[config.mk]
export PLATFORM = sky130hd
export DESIGN_NAME = apple_ctrl
export DESIGN_NICKNAME = d
export VERILOG_FILES = /design/src/rtl/apple_ctrl.sv
export SDC_FILE = /design/constraint.sdc
export NUM_CORES = 1
export LEC_CHECK = 0
export CAP_MARGIN = 20
export CORE_ASPECT_RATIO = 0.5
export CORE_MARGIN = 4
export CORE_UTILIZATION = 50
export DETAILED_ROUTE_END_ITERATION = 12
export PLACE_DENSITY = 0.78
export SYNTH_ARGS = -nofsm -noshare
export SYNTH_HDL_FRONTEND = slang
export SYNTH_SLANG_ARGS = --single-unit
[constraint.sdc]
create_clock -name clk -period 2.2 [get_ports clk]
set_input_delay 0.44 -clock clk [delete_from_list [all_inputs] [get_ports clk]]
set_output_delay 0.44 -clock clk [all_outputs]
set_load 0.03 [all_outputs]
[src/rtl/apple_ctrl.sv]
// Apple lifecycle controller: eat detection, scoring, LFSR cell draw and
// rejection of cells under the snake body. APPLE_TIMEOUT_EN adds an idle-tick relocation timeout.
module apple_ctrl #(
  parameter int unsigned GRID_COLS = 64,
  parameter int unsigned GRID_ROWS = 48,
  parameter int unsigned SCORE_MAX = 10,
  parameter logic [15:0] LFSR_SEED = 16'hACE1,
  parameter int unsigned START_X   = 32,
  parameter int unsigned START_Y   = 24
) (
  input  logic       clk,
  input  logic       reset,
  input  logic       tick,
  input  logic [6:0] head_x,
  input  logic [5:0] head_y,
  input  logic [7:0] snake_len,
  output logic       seg_rd_req,
  output logic [7:0] seg_addr,
  input  logic       seg_rd_valid,
  input  logic [6:0] seg_x,
  input  logic [5:0] seg_y,
  output logic [6:0] apple_x,
  output logic [5:0] apple_y,
  output logic       apple_valid,
  output logic       eaten,
  output logic [3:0] score,
  output logic       win,
  output logic       busy
);

  localparam logic [3:0] SCORE_LAST = 4'(SCORE_MAX - 1);

  typedef enum logic [2:0] {IDLE, DRAW, CHECK, PLACE, DONE} state_t;

  state_t      state;
  logic [15:0] lfsr;
  logic [6:0]  cand_x;
  logic [5:0]  cand_y;
  logic [7:0]  last_idx;

  logic       lfsr_fb;
  logic [6:0] lfsr_x;
  logic [5:0] lfsr_y;
  logic       head_on_apple;
  logic       cand_ok;
  logic       xfer;
  logic       seg_hit;

`ifdef APPLE_TIMEOUT_EN
  localparam int unsigned TIMEOUT_TICKS = 64;
  logic [7:0] tick_cnt;
  logic       timeout;
  assign timeout = (32'(tick_cnt) + 32'd1) >= TIMEOUT_TICKS;
`endif

  // Fibonacci taps 16,14,13,11 in right-shift form
  assign lfsr_fb = lfsr[0] ^ lfsr[2] ^ lfsr[3] ^ lfsr[5];
  assign lfsr_x  = lfsr[6:0];
  assign lfsr_y  = lfsr[13:8];

  assign head_on_apple = (head_x == apple_x) && (head_y == apple_y);
  assign cand_ok = (32'(lfsr_x) < GRID_COLS) && (32'(lfsr_y) < GRID_ROWS) &&
                   !((lfsr_x == head_x) && (lfsr_y == head_y));
  assign xfer    = seg_rd_req && seg_rd_valid;
  assign seg_hit = (seg_x == cand_x) && (seg_y == cand_y);

  always_ff @(posedge clk) begin
    if (reset) begin
      state       <= IDLE;
      lfsr        <= LFSR_SEED;
      cand_x      <= 7'd0;
      cand_y      <= 6'd0;
      last_idx    <= 8'd0;
      seg_rd_req  <= 1'b0;
      seg_addr    <= 8'd0;
      apple_x     <= 7'(START_X);
      apple_y     <= 6'(START_Y);
      apple_valid <= 1'b1;
      eaten       <= 1'b0;
      score       <= 4'd0;
      win         <= 1'b0;
      busy        <= 1'b0;
`ifdef APPLE_TIMEOUT_EN
      tick_cnt    <= 8'd0;
`endif
    end else begin
      lfsr  <= {lfsr_fb, lfsr[15:1]};
      eaten <= 1'b0;
      case (state)
        IDLE: begin
          if (tick && apple_valid && head_on_apple) begin
            eaten       <= 1'b1;
            apple_valid <= 1'b0;
            score       <= score + 4'd1;
            if (score == SCORE_LAST) begin
              win   <= 1'b1;
              state <= DONE;
            end else begin
              busy  <= 1'b1;
              state <= DRAW;
            end
          end
`ifdef APPLE_TIMEOUT_EN
          else if (tick && apple_valid && timeout) begin
            apple_valid <= 1'b0;
            busy        <= 1'b1;
            state       <= DRAW;
          end else if (tick) begin
            tick_cnt <= tick_cnt + 8'd1;
          end
`endif
        end
        DRAW: begin
          if (cand_ok) begin
            cand_x   <= lfsr_x;
            cand_y   <= lfsr_y;
            seg_addr <= 8'd0;
            last_idx <= snake_len - 8'd1;
            if (snake_len != 8'd0) begin
              seg_rd_req <= 1'b1;
              state      <= CHECK;
            end else begin
              state <= PLACE;
            end
          end
        end
        // Address holds until the read completes; a hit restarts the draw
        CHECK: begin
          if (xfer) begin
            if (seg_hit) begin
              seg_rd_req <= 1'b0;
              state      <= DRAW;
            end else if (seg_addr == last_idx) begin
              seg_rd_req <= 1'b0;
              state      <= PLACE;
            end else begin
              seg_addr <= seg_addr + 8'd1;
            end
          end
        end
        PLACE: begin
          apple_x     <= cand_x;
          apple_y     <= cand_y;
          apple_valid <= 1'b1;
          busy        <= 1'b0;
          state       <= IDLE;
`ifdef APPLE_TIMEOUT_EN
          tick_cnt    <= 8'd0;
`endif
        end
        DONE: begin
          apple_valid <= 1'b0;
          win         <= 1'b1;
        end
        default: state <= IDLE;
      endcase
    end
  end

endmodule

==> results.tsv <==
metric	value	unit
global placer's final weighted congestion	0.860	
DR pass1 iterations	4	
height of the die	65.0	um
clock period minus worst slack	2.16	ns
asr flop ratio synth	0	%
number of vias after detailed routing	2776	
maximum fanout along the worst path	2	
initial antenna violation count	0	
floorplan die width	122	um
via count of the first global-routing pass	2749	
cell area after synthesis	3250	um2
clock slew seen by the registers of the worst setup and hold paths	0.05	ns
number of sinks handled by clock tree synthesis	70	
Max Root-Sink Buffers	2	
maximum number of pins on one net before global-route repair	54	
maximum achievable frequency	464	MHz
core region area	6180	um2
count of hold buffers inserted by post-cts repair	0	
number of failing setup endpoints in the final timing report	0	
layout cells sized above 1	9.93	%
startpoint types	primary input	
average size of a mapped cell	9.02	um2
post-route clock skew	0.00542	ns
CP required	2.46	ns
number of enable flip-flop cells after synthesis	0	
library cell occupying the most area in the post-synthesis netlist	sky130_fd_sc_hd__dfxtp_1	
VDD IR-drop max	556	uV
remaining global-route overflow	0	
first element of the critical path	head_x[4]	
Filler Cells Inserted	505	
hold path startpoint	lfsr[7]	
P per Cell Area	666	nW/um2
worst slack at placement	-0.310	ns
crit share post-route	98.1	%
Detailed Place HPWL	5910	um
starting DRC count in detailed routing	203	
layout overhead on the synthesized area	35.2	%
wire length per cell after detailed routing	15.6	um
Port Buffer Count	67	
Syn Inst Count	360	
Switching Fraction	21.4	%
dominant register cell in the synthesized netlist	sky130_fd_sc_hd__dfxtp_1	
CTS buffer count	9	
routed wire length	8280	um
max-capacitance violation count	0	
launching point of the worst reg2reg path	apple_x[3]	
top cell type's share of synthesized area	43.1	%
Least-Margin Pin Slew	0.663	ns
status	complete, no violations	
top-level I/O count	68	
portion of the post-synthesis area used by sequential elements	43.1	%
data arrival time of the critical path	2.42	ns
relative contribution of combinational cells to total power	6.9	%
root cell of the clock tree	sky130_fd_sc_hd__clkbuf_16	
Global Route Usage Sum	22.0	%
Worst Hold Margin	0.430	ns
sequential cell fraction of total power	44.7	%
DRC	0	
CP Capture Type	register	
clock insertion delay at the later pin of the skew report	0.34	ns
Hold Crit Class	register to register	
cell types with the highest counts after synthesis	sky130_fd_sc_hd__dfxtp_1, sky130_fd_sc_hd__xor2_1, sky130_fd_sc_hd__nand2_1, sky130_fd_sc_hd__nor2_1, sky130_fd_sc_hd__a21oi_1	
most common cell in the netlist	sky130_fd_sc_hd__dfxtp_1	
Switch Pwr	0.627	mW
post-synthesis register bit count	70	
number of nets in the synthesized netlist	403	
category of the most critical setup path	primary input to register	
biggest area contributors in the synthesized netlist	sky130_fd_sc_hd__dfxtp_1, sky130_fd_sc_hd__xor2_1, sky130_fd_sc_hd__nand2_1	
Total Power	2.92	mW
cell leakage power	1.73	nW
Routed Antenna Nets	0	
floorplan row count	20	
number of diodes added for antenna fixing	0	
distinct cell type count after synthesis	41	
final max-slew violation count	0	
Hold Violations, Final	0	
Total Die Area	7930	um2
Initial Util	52.6	%
global-route wire length before repair	13400	um
final setup slack of the worst path	0.0427	ns
part of the total power dissipated in the clock network	48.5	%
total number of nets in the final design	482	
Cell Int Power	2.30	mW
TritonCTS clock tree	yes	
Synth Warn #	0	
slew margin rel.	55.4	%
average vias per placed instance	5.23	
CTS H-Tree Depth	3	
metrics by stage:
step / util [%] / setup TNS (ns) / instances / area (um2)
global route: 71.0 / -0.00650 / 531 / 4390
detailed placement: 66.0 / -6.41 / 515 / 4080
CTS: 70.7 / 0 / 530 / 4370
global placement: 66.0 / -4.77 / 515 / 4080
finish: 71.0 / 0 / 531 / 4390
floorplan: - / 0 / 360 / 3250
cell usage in the layout (no fill, tap or decap), types with 3 or more instances in the layout:
cell type / synthesis / layout
sky130_fd_sc_hd__xor2_1: 41 / 41
sky130_fd_sc_hd__mux2i_1: 13 / 13
sky130_fd_sc_hd__nor3_1: 7 / 7
sky130_fd_sc_hd__and3_1: 4 / 4
sky130_fd_sc_hd__or2_2: 7 / 7
sky130_fd_sc_hd__nor4_1: 7 / 6
sky130_fd_sc_hd__nand4_1: 5 / 5
sky130_fd_sc_hd__nand2_1: 40 / 40
sky130_fd_sc_hd__inv_1: 4 / 4
sky130_fd_sc_hd__clkdlybuf4s50_1: 0 / 66
sky130_fd_sc_hd__a21o_1: 3 / 3
sky130_fd_sc_hd__clkbuf_16: 0 / 9
sky130_fd_sc_hd__a221o_1: 4 / 4
sky130_fd_sc_hd__o21ai_0: 3 / 3
sky130_fd_sc_hd__ha_1: 5 / 5
sky130_fd_sc_hd__nand3_1: 9 / 9
sky130_fd_sc_hd__a21oi_1: 19 / 19
sky130_fd_sc_hd__dfxtp_1: 70 / 70
sky130_fd_sc_hd__nand3b_1: 5 / 5
sky130_fd_sc_hd__nor2b_1: 10 / 10
sky130_fd_sc_hd__buf_4: 0 / 14
sky130_fd_sc_hd__a211oi_1: 9 / 9
sky130_fd_sc_hd__nor2_1: 40 / 40
sky130_fd_sc_hd__xnor2_1: 17 / 16
sequential cells by signal (all words and copies together) (netlist names), 3 cells and up:
| name | flops |
|---|---|
| apple_y | 6 |
| cand_y | 6 |
| lfsr | 16 |
| apple_x | 7 |
| score | 4 |
| seg_addr | 8 |
| last_idx | 8 |
| cand_x | 7 |
| state | 3 |
final cells by class:
cell class | instances | area, um2 | area share, %
flip-flops and latches | 70 | 1400 | 31.9
multi-input cells | 272 | 1780 | 40.6
inverters | 4 | 15.0 | 0.342
clock inverters | 4 | 47.5 | 1.08
repair buffers | 82 | 791 | 18.0
clock buffers | 11 | 243 | 5.53
well taps | 88 | 110 | 2.51
per-layer routing:
| metal | up-vias | wire length [um] | track usage (%) | share of wire [%] |
|---|---|---|---|---|
| met3 | 10 | 368 | 7.50 | 4.4 |
| met1 | 1321 | 3820 | 27.1 | 46 |
| met5 | - | 0 | 0 | 0 |
| li1 | 1382 | - | - | - |
| met4 | 0 | 91 | 8.24 | 1.1 |
| met2 | 63 | 4000 | 35.8 | 48 |
worst max-delay path: stages:
cell and delay [ns]:
sky130_fd_sc_hd__clkdlybuf4s50_1 0.47, sky130_fd_sc_hd__buf_4 0.17, sky130_fd_sc_hd__xnor2_2 0.15, sky130_fd_sc_hd__nand4_1 0.17
sky130_fd_sc_hd__nor4_4 0.30, sky130_fd_sc_hd__buf_4 0.18, sky130_fd_sc_hd__nand2_4 0.04, sky130_fd_sc_hd__or3_1 0.35
sky130_fd_sc_hd__a21oi_1 0.15
path summary, 6_finish.rpt:
kind	to	slack, ns	depth (start not counted)
worst max-delay path	score[3]	0.04	9
worst min-delay path	lfsr[6]	0.43	1
worst max register to register	score[3]	0.27	7
worst min register to register	lfsr[6]	0.43	1
what timing repair did:
action	in CTS	in global routing
gates resized for setup	0	3
endpoints found under the setup margin	0	15
buffers inserted	0	1
kinds of logic (layout without fill, tap and decap cells):
logic type      Yosys count  in the layout  synth area share, %
compound gates           43             43                 8.59
xor+xnor                 58             58                 15.6
fa+ha+maj                 5              5                 1.93
buf+inv                  18            101                 2.43
flops                    70             70                 43.1
mux                      13             13                 4.01
simple gates            153            153                 24.3
power groups by stage:
| stage | Combinational [mW] | Sequential (mW) | Clock [mW] |
|---|---|---|---|
| 2_1_floorplan | 0.0928 | 1.33 | 0 |
| 3_5_place_dp | 0.198 | 1.33 | 0 |
| 4_1_cts | 0.200 | 1.31 | 1.44 |
| 6_report | 0.202 | 1.31 | 1.42 |
| 5_1_grt | 0.218 | 1.31 | 1.50 |
| 3_3_place_gp | 0.194 | 1.33 | 0 |
Power figures use the tool's default switching activity.
